==> src/rtl/alu_op_issuer.sv <==
// ---------------------------------------------------------------------------
// alu_op_issuer
//
// Purpose:
//   Sits between a host command source and the ALU control/datapath pair.
//   Commands (OP, A, B) are buffered in a small FIFO and issued one at a time
//   as registered ALU_OP/A/B. The block then waits ALU_LAT cycles, samples
//   the ALU's combinational result and presents it on a valid/ready result
//   port. OP 111 is illegal: it never reaches the ALU and instead returns an
//   error-flagged zero result.
//
// Parameters:
//   WIDTH    operand/result width in bits
//   DEPTH    command FIFO entries (power of 2, >= 2)
//   ALU_LAT  cycles ALU_OP/A/B are held before ALU_Y is sampled (>= 1)
//
// Ports:
//   i_clk         clock, rising edge
//   i_rst_n       asynchronous active-low reset
//   i_cmd_valid   command present
//   o_cmd_ready   FIFO can accept (count < DEPTH)
//   i_cmd_op      3-bit OP code (111 = illegal)
//   i_cmd_a/b     operands
//   o_alu_op/a/b  registered OP and operands driven to the ALU
//   i_alu_y       ALU result, combinational from o_alu_op/a/b
//   o_res_valid   result held
//   i_res_ready   consumer accepts result
//   o_res_y       captured result
//   o_res_err     result belongs to an illegal OP
//   o_busy        command in flight or FIFO non-empty
//   o_fifo_cnt    entries currently buffered
// ---------------------------------------------------------------------------
module alu_op_issuer #(
    parameter int WIDTH   = 8,
    parameter int DEPTH   = 4,
    parameter int ALU_LAT = 1
) (
    input  logic                     i_clk,
    input  logic                     i_rst_n,
    input  logic                     i_cmd_valid,
    output logic                     o_cmd_ready,
    input  logic [2:0]               i_cmd_op,
    input  logic [WIDTH-1:0]         i_cmd_a,
    input  logic [WIDTH-1:0]         i_cmd_b,
    output logic [2:0]               o_alu_op,
    output logic [WIDTH-1:0]         o_alu_a,
    output logic [WIDTH-1:0]         o_alu_b,
    input  logic [WIDTH-1:0]         i_alu_y,
    output logic                     o_res_valid,
    input  logic                     i_res_ready,
    output logic [WIDTH-1:0]         o_res_y,
    output logic                     o_res_err,
    output logic                     o_busy,
    output logic [$clog2(DEPTH):0]   o_fifo_cnt
);

    localparam int PTR_W = $clog2(DEPTH);
    localparam int CNT_W = PTR_W + 1;
    localparam int LAT_W = (ALU_LAT > 1) ? $clog2(ALU_LAT) : 1;
    localparam int CMD_W = 3 + 2 * WIDTH;

    localparam logic [CNT_W-1:0] CNT_FULL   = CNT_W'(DEPTH);
    localparam logic [CNT_W-1:0] CNT_ONE    = CNT_W'(1);
    localparam logic [PTR_W-1:0] PTR_ONE    = PTR_W'(1);
    localparam logic [LAT_W-1:0] LAT_INIT   = LAT_W'(ALU_LAT - 1);
    localparam logic [LAT_W-1:0] LAT_ONE    = LAT_W'(1);
    localparam logic [2:0]       OP_ILLEGAL = 3'b111;

    typedef enum logic [1:0] {
        S_IDLE = 2'd0,
        S_EXEC = 2'd1,
        S_RESP = 2'd2
    } state_t;

    // -----------------------------------------------------------------------
    // Command FIFO
    // -----------------------------------------------------------------------
    logic [CMD_W-1:0] r_mem [DEPTH];
    logic [PTR_W-1:0] r_wr_ptr;
    logic [PTR_W-1:0] r_rd_ptr;
    logic [CNT_W-1:0] r_cnt;

    logic             w_push;
    logic             w_pop;
    logic             w_fifo_empty;
    logic [CMD_W-1:0] w_cmd_word;
    logic [CMD_W-1:0] w_head_word;
    logic [2:0]       w_head_op;
    logic [WIDTH-1:0] w_head_a;
    logic [WIDTH-1:0] w_head_b;

    // Ready is a function of the count alone: a pop in the same cycle does
    // not open a slot for a push while full.
    assign o_cmd_ready  = (r_cnt < CNT_FULL);
    assign w_push       = i_cmd_valid && o_cmd_ready;
    assign w_fifo_empty = (r_cnt == '0);
    assign w_cmd_word   = {i_cmd_op, i_cmd_a, i_cmd_b};

    // The head is read combinationally so that a command accepted in one
    // cycle can be popped in the next and reach the ALU registers one cycle
    // after that. The FIFO is only a handful of entries deep.
    assign w_head_word = r_mem[r_rd_ptr];
    assign w_head_op   = w_head_word[CMD_W-1 -: 3];
    assign w_head_a    = w_head_word[2*WIDTH-1 -: WIDTH];
    assign w_head_b    = w_head_word[WIDTH-1:0];

    // Storage has no reset; validity is tracked by the count and pointers.
    always_ff @(posedge i_clk) begin
        if (w_push) begin
            r_mem[r_wr_ptr] <= w_cmd_word;
        end
    end

    // Pointers wrap naturally because DEPTH is a power of two.
    always_ff @(posedge i_clk or negedge i_rst_n) begin
        if (!i_rst_n) begin
            r_wr_ptr <= '0;
            r_rd_ptr <= '0;
            r_cnt    <= '0;
        end else begin
            if (w_push) begin
                r_wr_ptr <= r_wr_ptr + PTR_ONE;
            end
            if (w_pop) begin
                r_rd_ptr <= r_rd_ptr + PTR_ONE;
            end
            case ({w_push, w_pop})
                2'b10:   r_cnt <= r_cnt + CNT_ONE;
                2'b01:   r_cnt <= r_cnt - CNT_ONE;
                default: r_cnt <= r_cnt;
            endcase
        end
    end

    // -----------------------------------------------------------------------
    // Issue FSM
    // -----------------------------------------------------------------------
    state_t           r_state;
    state_t           w_state_next;
    logic [LAT_W-1:0] r_lat;
    logic             w_lat_zero;
    logic             w_issue;
    logic             w_illegal;
    logic             w_capture;
    logic             w_res_done;

    assign w_lat_zero = (r_lat == '0);

    always_ff @(posedge i_clk or negedge i_rst_n) begin
        if (!i_rst_n) begin
            r_state <= S_IDLE;
        end else begin
            r_state <= w_state_next;
        end
    end

    always_comb begin
        w_state_next = r_state;
        w_pop        = 1'b0;
        w_issue      = 1'b0;
        w_illegal    = 1'b0;
        w_capture    = 1'b0;
        w_res_done   = 1'b0;
        case (r_state)
            S_IDLE: begin
                if (!w_fifo_empty) begin
                    w_pop = 1'b1;
                    if (w_head_op == OP_ILLEGAL) begin
                        // Illegal commands bypass the ALU entirely.
                        w_illegal    = 1'b1;
                        w_state_next = S_RESP;
                    end else begin
                        w_issue      = 1'b1;
                        w_state_next = S_EXEC;
                    end
                end
            end
            S_EXEC: begin
                if (w_lat_zero) begin
                    w_capture    = 1'b1;
                    w_state_next = S_RESP;
                end
            end
            S_RESP: begin
                // Returning to IDLE costs one bubble cycle before the next
                // pop; issue is never back-to-back.
                if (i_res_ready) begin
                    w_res_done   = 1'b1;
                    w_state_next = S_IDLE;
                end
            end
            default: begin
                w_state_next = S_IDLE;
            end
        endcase
    end

    // -----------------------------------------------------------------------
    // ALU operand registers, latency counter and result holding registers
    // -----------------------------------------------------------------------
    logic [2:0]       r_alu_op;
    logic [WIDTH-1:0] r_alu_a;
    logic [WIDTH-1:0] r_alu_b;
    logic             r_res_valid;
    logic [WIDTH-1:0] r_res_y;
    logic             r_res_err;

    always_ff @(posedge i_clk or negedge i_rst_n) begin
        if (!i_rst_n) begin
            r_alu_op    <= 3'b000;
            r_alu_a     <= '0;
            r_alu_b     <= '0;
            r_lat       <= '0;
            r_res_valid <= 1'b0;
            r_res_y     <= '0;
            r_res_err   <= 1'b0;
        end else begin
            // ALU registers keep the last issued command after completion.
            if (w_issue) begin
                r_alu_op <= w_head_op;
                r_alu_a  <= w_head_a;
                r_alu_b  <= w_head_b;
                r_lat    <= LAT_INIT;
            end else if ((r_state == S_EXEC) && !w_lat_zero) begin
                r_lat <= r_lat - LAT_ONE;
            end

            if (w_capture) begin
                r_res_y     <= i_alu_y;
                r_res_err   <= 1'b0;
                r_res_valid <= 1'b1;
            end else if (w_illegal) begin
                r_res_y     <= '0;
                r_res_err   <= 1'b1;
                r_res_valid <= 1'b1;
            end else if (w_res_done) begin
                r_res_valid <= 1'b0;
            end
        end
    end

    assign o_alu_op    = r_alu_op;
    assign o_alu_a     = r_alu_a;
    assign o_alu_b     = r_alu_b;
    assign o_res_valid = r_res_valid;
    assign o_res_y     = r_res_y;
    assign o_res_err   = r_res_err;
    assign o_busy      = (r_state != S_IDLE) || !w_fifo_empty;
    assign o_fifo_cnt  = r_cnt;

endmodule
==> config.mk <==
export PLATFORM = sky130hd
export DESIGN_NAME = alu_op_issuer
export DESIGN_NICKNAME = d
export VERILOG_FILES = /design/src/rtl/alu_op_issuer.sv
export SDC_FILE = /design/constraint.sdc
export NUM_CORES = 1
export LEC_CHECK = 0
export ABC_AREA = 1
export CORE_UTILIZATION = 54
export DETAILED_ROUTE_END_ITERATION = 10
export GPL_ROUTABILITY_DRIVEN = 0
export GPL_TIMING_DRIVEN = 0
export PLACE_DENSITY = 0.9
export RECOVER_POWER = 100
export REMOVE_ABC_BUFFERS = 1
export SYNTH_ARGS = -nofsm -noshare
export SYNTH_HDL_FRONTEND = slang
export SYNTH_SLANG_ARGS = --single-unit
export TNS_END_PERCENT = 10
==> constraint.sdc <==
create_clock -name i_clk -period 2.7 [get_ports i_clk]
set_input_delay 0.405 -clock i_clk [delete_from_list [all_inputs] [get_ports i_clk]]
set_output_delay 0.405 -clock i_clk [all_outputs]
set_load 0.005 [all_outputs]
==> key figures <==
Global routing
  – Vias in the first global route: 3174
  – Total Routing Usage GR: 25.0%
  – Congestion Overflow GR: 0
  – Initial antenna violation count: 1
  – First-pass GRT wire length: 15800 um
  – Maximum number of pins on one net before global-route repair: 43

Run
  – Max_cap viols: 1

Critical path
  – CP required: 3.08 ns
  – Crit path DAT: just under 3 ns
  – Startpoint types: flop
  – Largest fanout on the critical path: 15
  – CP endpoint kind: flop
  – WS Path Type: reg -> reg

Floorplanning
  – Core area: about 8200 um^2
  – Initial Util: 55.6%
  – Die height: 93.9 um
  – Row cnt: 33
  – IO Pins: 65
  – Die footprint: 8820 um^2
  – Die Wd: 93.9 um

Placed design
  – DP HPWL: 5940 um
  – Area post-placement: approximately 5300 um^2
  – Number of port buffers: 64

Routing
  – Via Count: roughly 3100
  – First-pass DRT Iterations: 5
  – DR DRC count: 0
  – Routed WL per cell: 17.8 um
  – Vias per cell: 5.49
  – DRT antenna net count: 0
  – Starting DRT DRC Count: around 290
  – Final WL: between 10000 and 15000 um

Power
  – Maximum VDD drop: roughly 0.70 mV
  – Cell Pwr Density: 1250 nW/um^2
  – Leakage: 2.37 nW

Synth
  – Synth Flop Type: edfxtp_1
  – Mean post-synth cell area: 12.2 um^2
  – Post-synthesis cell area: ~4600 um^2
  – Mapped Cells: 375
  – Register bit total from synthesis: ~120
  – Synth top area share: about half
  – Biggest area consumer among synthesized cells: edfxtp_1
  – Count leader, synth: edfxtp_1
  – Top area cells in the synthesized netlist: edfxtp_1 (50%), dfrtp_1 (21%), nand2_1 (6.1%)
  – Count of cell types in the netlist: 26
  – Number of synthesized flops with an enable pin: 76
  – Synthesis warning total: 0
  – Seq/Total Area, Yosys: 71.4%
  – Synth cell count leaders: edfxtp_1 (76), nand2_1 (74), nor2_1 (44)
  – Asr flop ratio synth: 33.9%

Layout
  – Fraction of layout cells with a size suffix above 1: 11.5%
  – Final-stage net count: 486
  – Design area: 5920 um^2
  – # fillers: 514
  – Synthesis-to-layout area growth: 29.8%

Clock network
  – Htree depth: 4
  – Hold_buf cts: 0
  – Inserted Clock Buffers: 17
  – Clock Sinks: 115
  – CTS tree: built
  – CTS Buffer Depth: 2
  – Clock slew at the register clock pins of the worst setup and hold paths: 0.05 ns
  – Clock latency on the worst-skew pair: around 0.51 ns
  – Root buf cell: clkbuf_8

STA
  – Fin crit period: 2.55 ns
  – Worst hold margin: between 0.4 and 0.5 ns
  – Unrepaired setup endpoints after global routing: no
  – Pins Over Slew Limit: 40
  – Final hold vios: 0
  – Period Utilization, post-route: 94.3%
  – Clk_skew: 0.0125 ns
  – Max_slew headroom: -45.1%
  – Final setup fails: 0
  – Fmax: roughly 390 MHz
  – Pin slew with the least headroom to its limit: 2.18 ns
  – Final setup TNS: 0 ns

Hold path
  – Worst min path class: in -> reg

Status
  – Failing checks: capacitance limit, slew limit
  – Status: finished, violations left
## sequential cells by signal (all words and copies together), names as in the netlist, 2 cells and up
register,cells
r_mem,76
o_alu_a,8
o_alu_b,8
o_res_y,8
o_alu_op,3
o_fifo_cnt,3
r_rd_ptr,2
r_state,2
r_wr_ptr,2
## cell families after synthesis
family	synth area share, %
AOI/OAI and AO/OA	6.74
adders and majority gates	1.81
xor gates and xnor gates	0.959
buffers and inverters	3.84
and+or+nand+nor	15.3
DFF	71.4
## worst max-delay path: stages, from the launching register on
cell	delay, ns
dfrtp_1	0.44
nor3_4	0.66
buf_8	0.26
ha_1	0.17
inv_1	0.07
fa_1	0.39
a21oi_1	0.17
o21ai_0	0.12
xor2_1	0.15
## per-layer routing
| metal | global-route usage (%) | share of wire, % |
|---|---|---|
| met1 | 29.8 | 39 |
| met2 | 43.7 | 54 |
| met3 | 6.72 | 5.8 |
| met4 | 8.21 | 0.93 |
| met5 | 0 | 0 |
## where the power goes
group	total, mW	internal, mW	switching [mW]
logic	2.40	0.970	1.43
clock network	2.31	1.58	0.728
registers	2.69	2.36	0.335
total	7.39	4.90	2.49
## layout by cell type, fill, tap and decap left out, types with 3 or more instances in the layout
master / synthesis / routed
a21oi_1: 3 / 3
clkbuf_16: 0 / 16
ha_1: 5 / 5
nand3_2: 10 / 10
dlygate4sd3_1: 0 / 53
dfrtp_1: 39 / 37
clkdlybuf4s50_1: 0 / 10
nand3_1: 21 / 21
clkinv_2: 0 / 4
clkbuf_1: 8 / 8
nand2_1: 74 / 73
inv_1: 15 / 14
bufinv_16: 0 / 5
buf_4: 3 / 4
nor2_1: 44 / 44
o22ai_1: 16 / 16
o21ai_0: 35 / 35
xor2_1: 4 / 4
edfxtp_1: 76 / 76
## what timing repair did
action | CTS | global route
cloned | 1 | 0
setup endpoints to repair | 32 | 21
pin swaps | 0 | 0
buffers inserted | 4 | 0
resized for setup | 5 | 1
## through the flow
stage	setup slack (ns)	power (mW)	utilization (%)	instances
6_report	0.154	7.39	72.1	569
2_1_floorplan	-0.0386	3.97	-	356
4_1_cts	0.105	7.57	72.7	567
3_5_place_dp	-1.36	5.13	64.6	530
5_1_grt	0.00995	7.82	72.1	568
3_3_place_gp	-1.16	4.87	63.6	525
## final timing paths
kind / slack [ns] / from / to / depth (start not counted)
min in group asynchronous: 0.54 / i_rst_n / o_res_y[3]$_DFFE_PN0P_ / 1
max in group asynchronous: 0.63 / i_rst_n / r_rd_ptr[0]$_DFFE_PN0P_ / 1
max reg2reg: 0.15 / r_state[1]$_DFFE_PN0P_ / o_fifo_cnt[2]$_DFFE_PN0P_ / 8
min: 0.46 / i_alu_y[2] / o_res_y[2]$_DFFE_PN0P_ / 3
min reg2reg: 0.46 / o_alu_a[6]$_DFFE_PN0P_ / o_alu_a[6]$_DFFE_PN0P_ / 2
max: 0.15 / r_state[1]$_DFFE_PN0P_ / o_fifo_cnt[2]$_DFFE_PN0P_ / 8
## final cells by class
type | instances | area, um^2 | area share [%]
well taps | 105 | 131 | 2.22
diodes | 2 | 5.00 | 0.0845
clock inverters | 12 | 186 | 3.15
repair inverters | 1 | 5.00 | 0.0845
multi-input cells | 224 | 1140 | 19.3
inverters | 17 | 67.6 | 1.14
flip-flops and latches | 115 | 3260 | 55.1
clock buffers | 20 | 425 | 7.18
repair buffers | 73 | 694 | 11.7
Note: power is estimated with default switching activity, not from simulation.
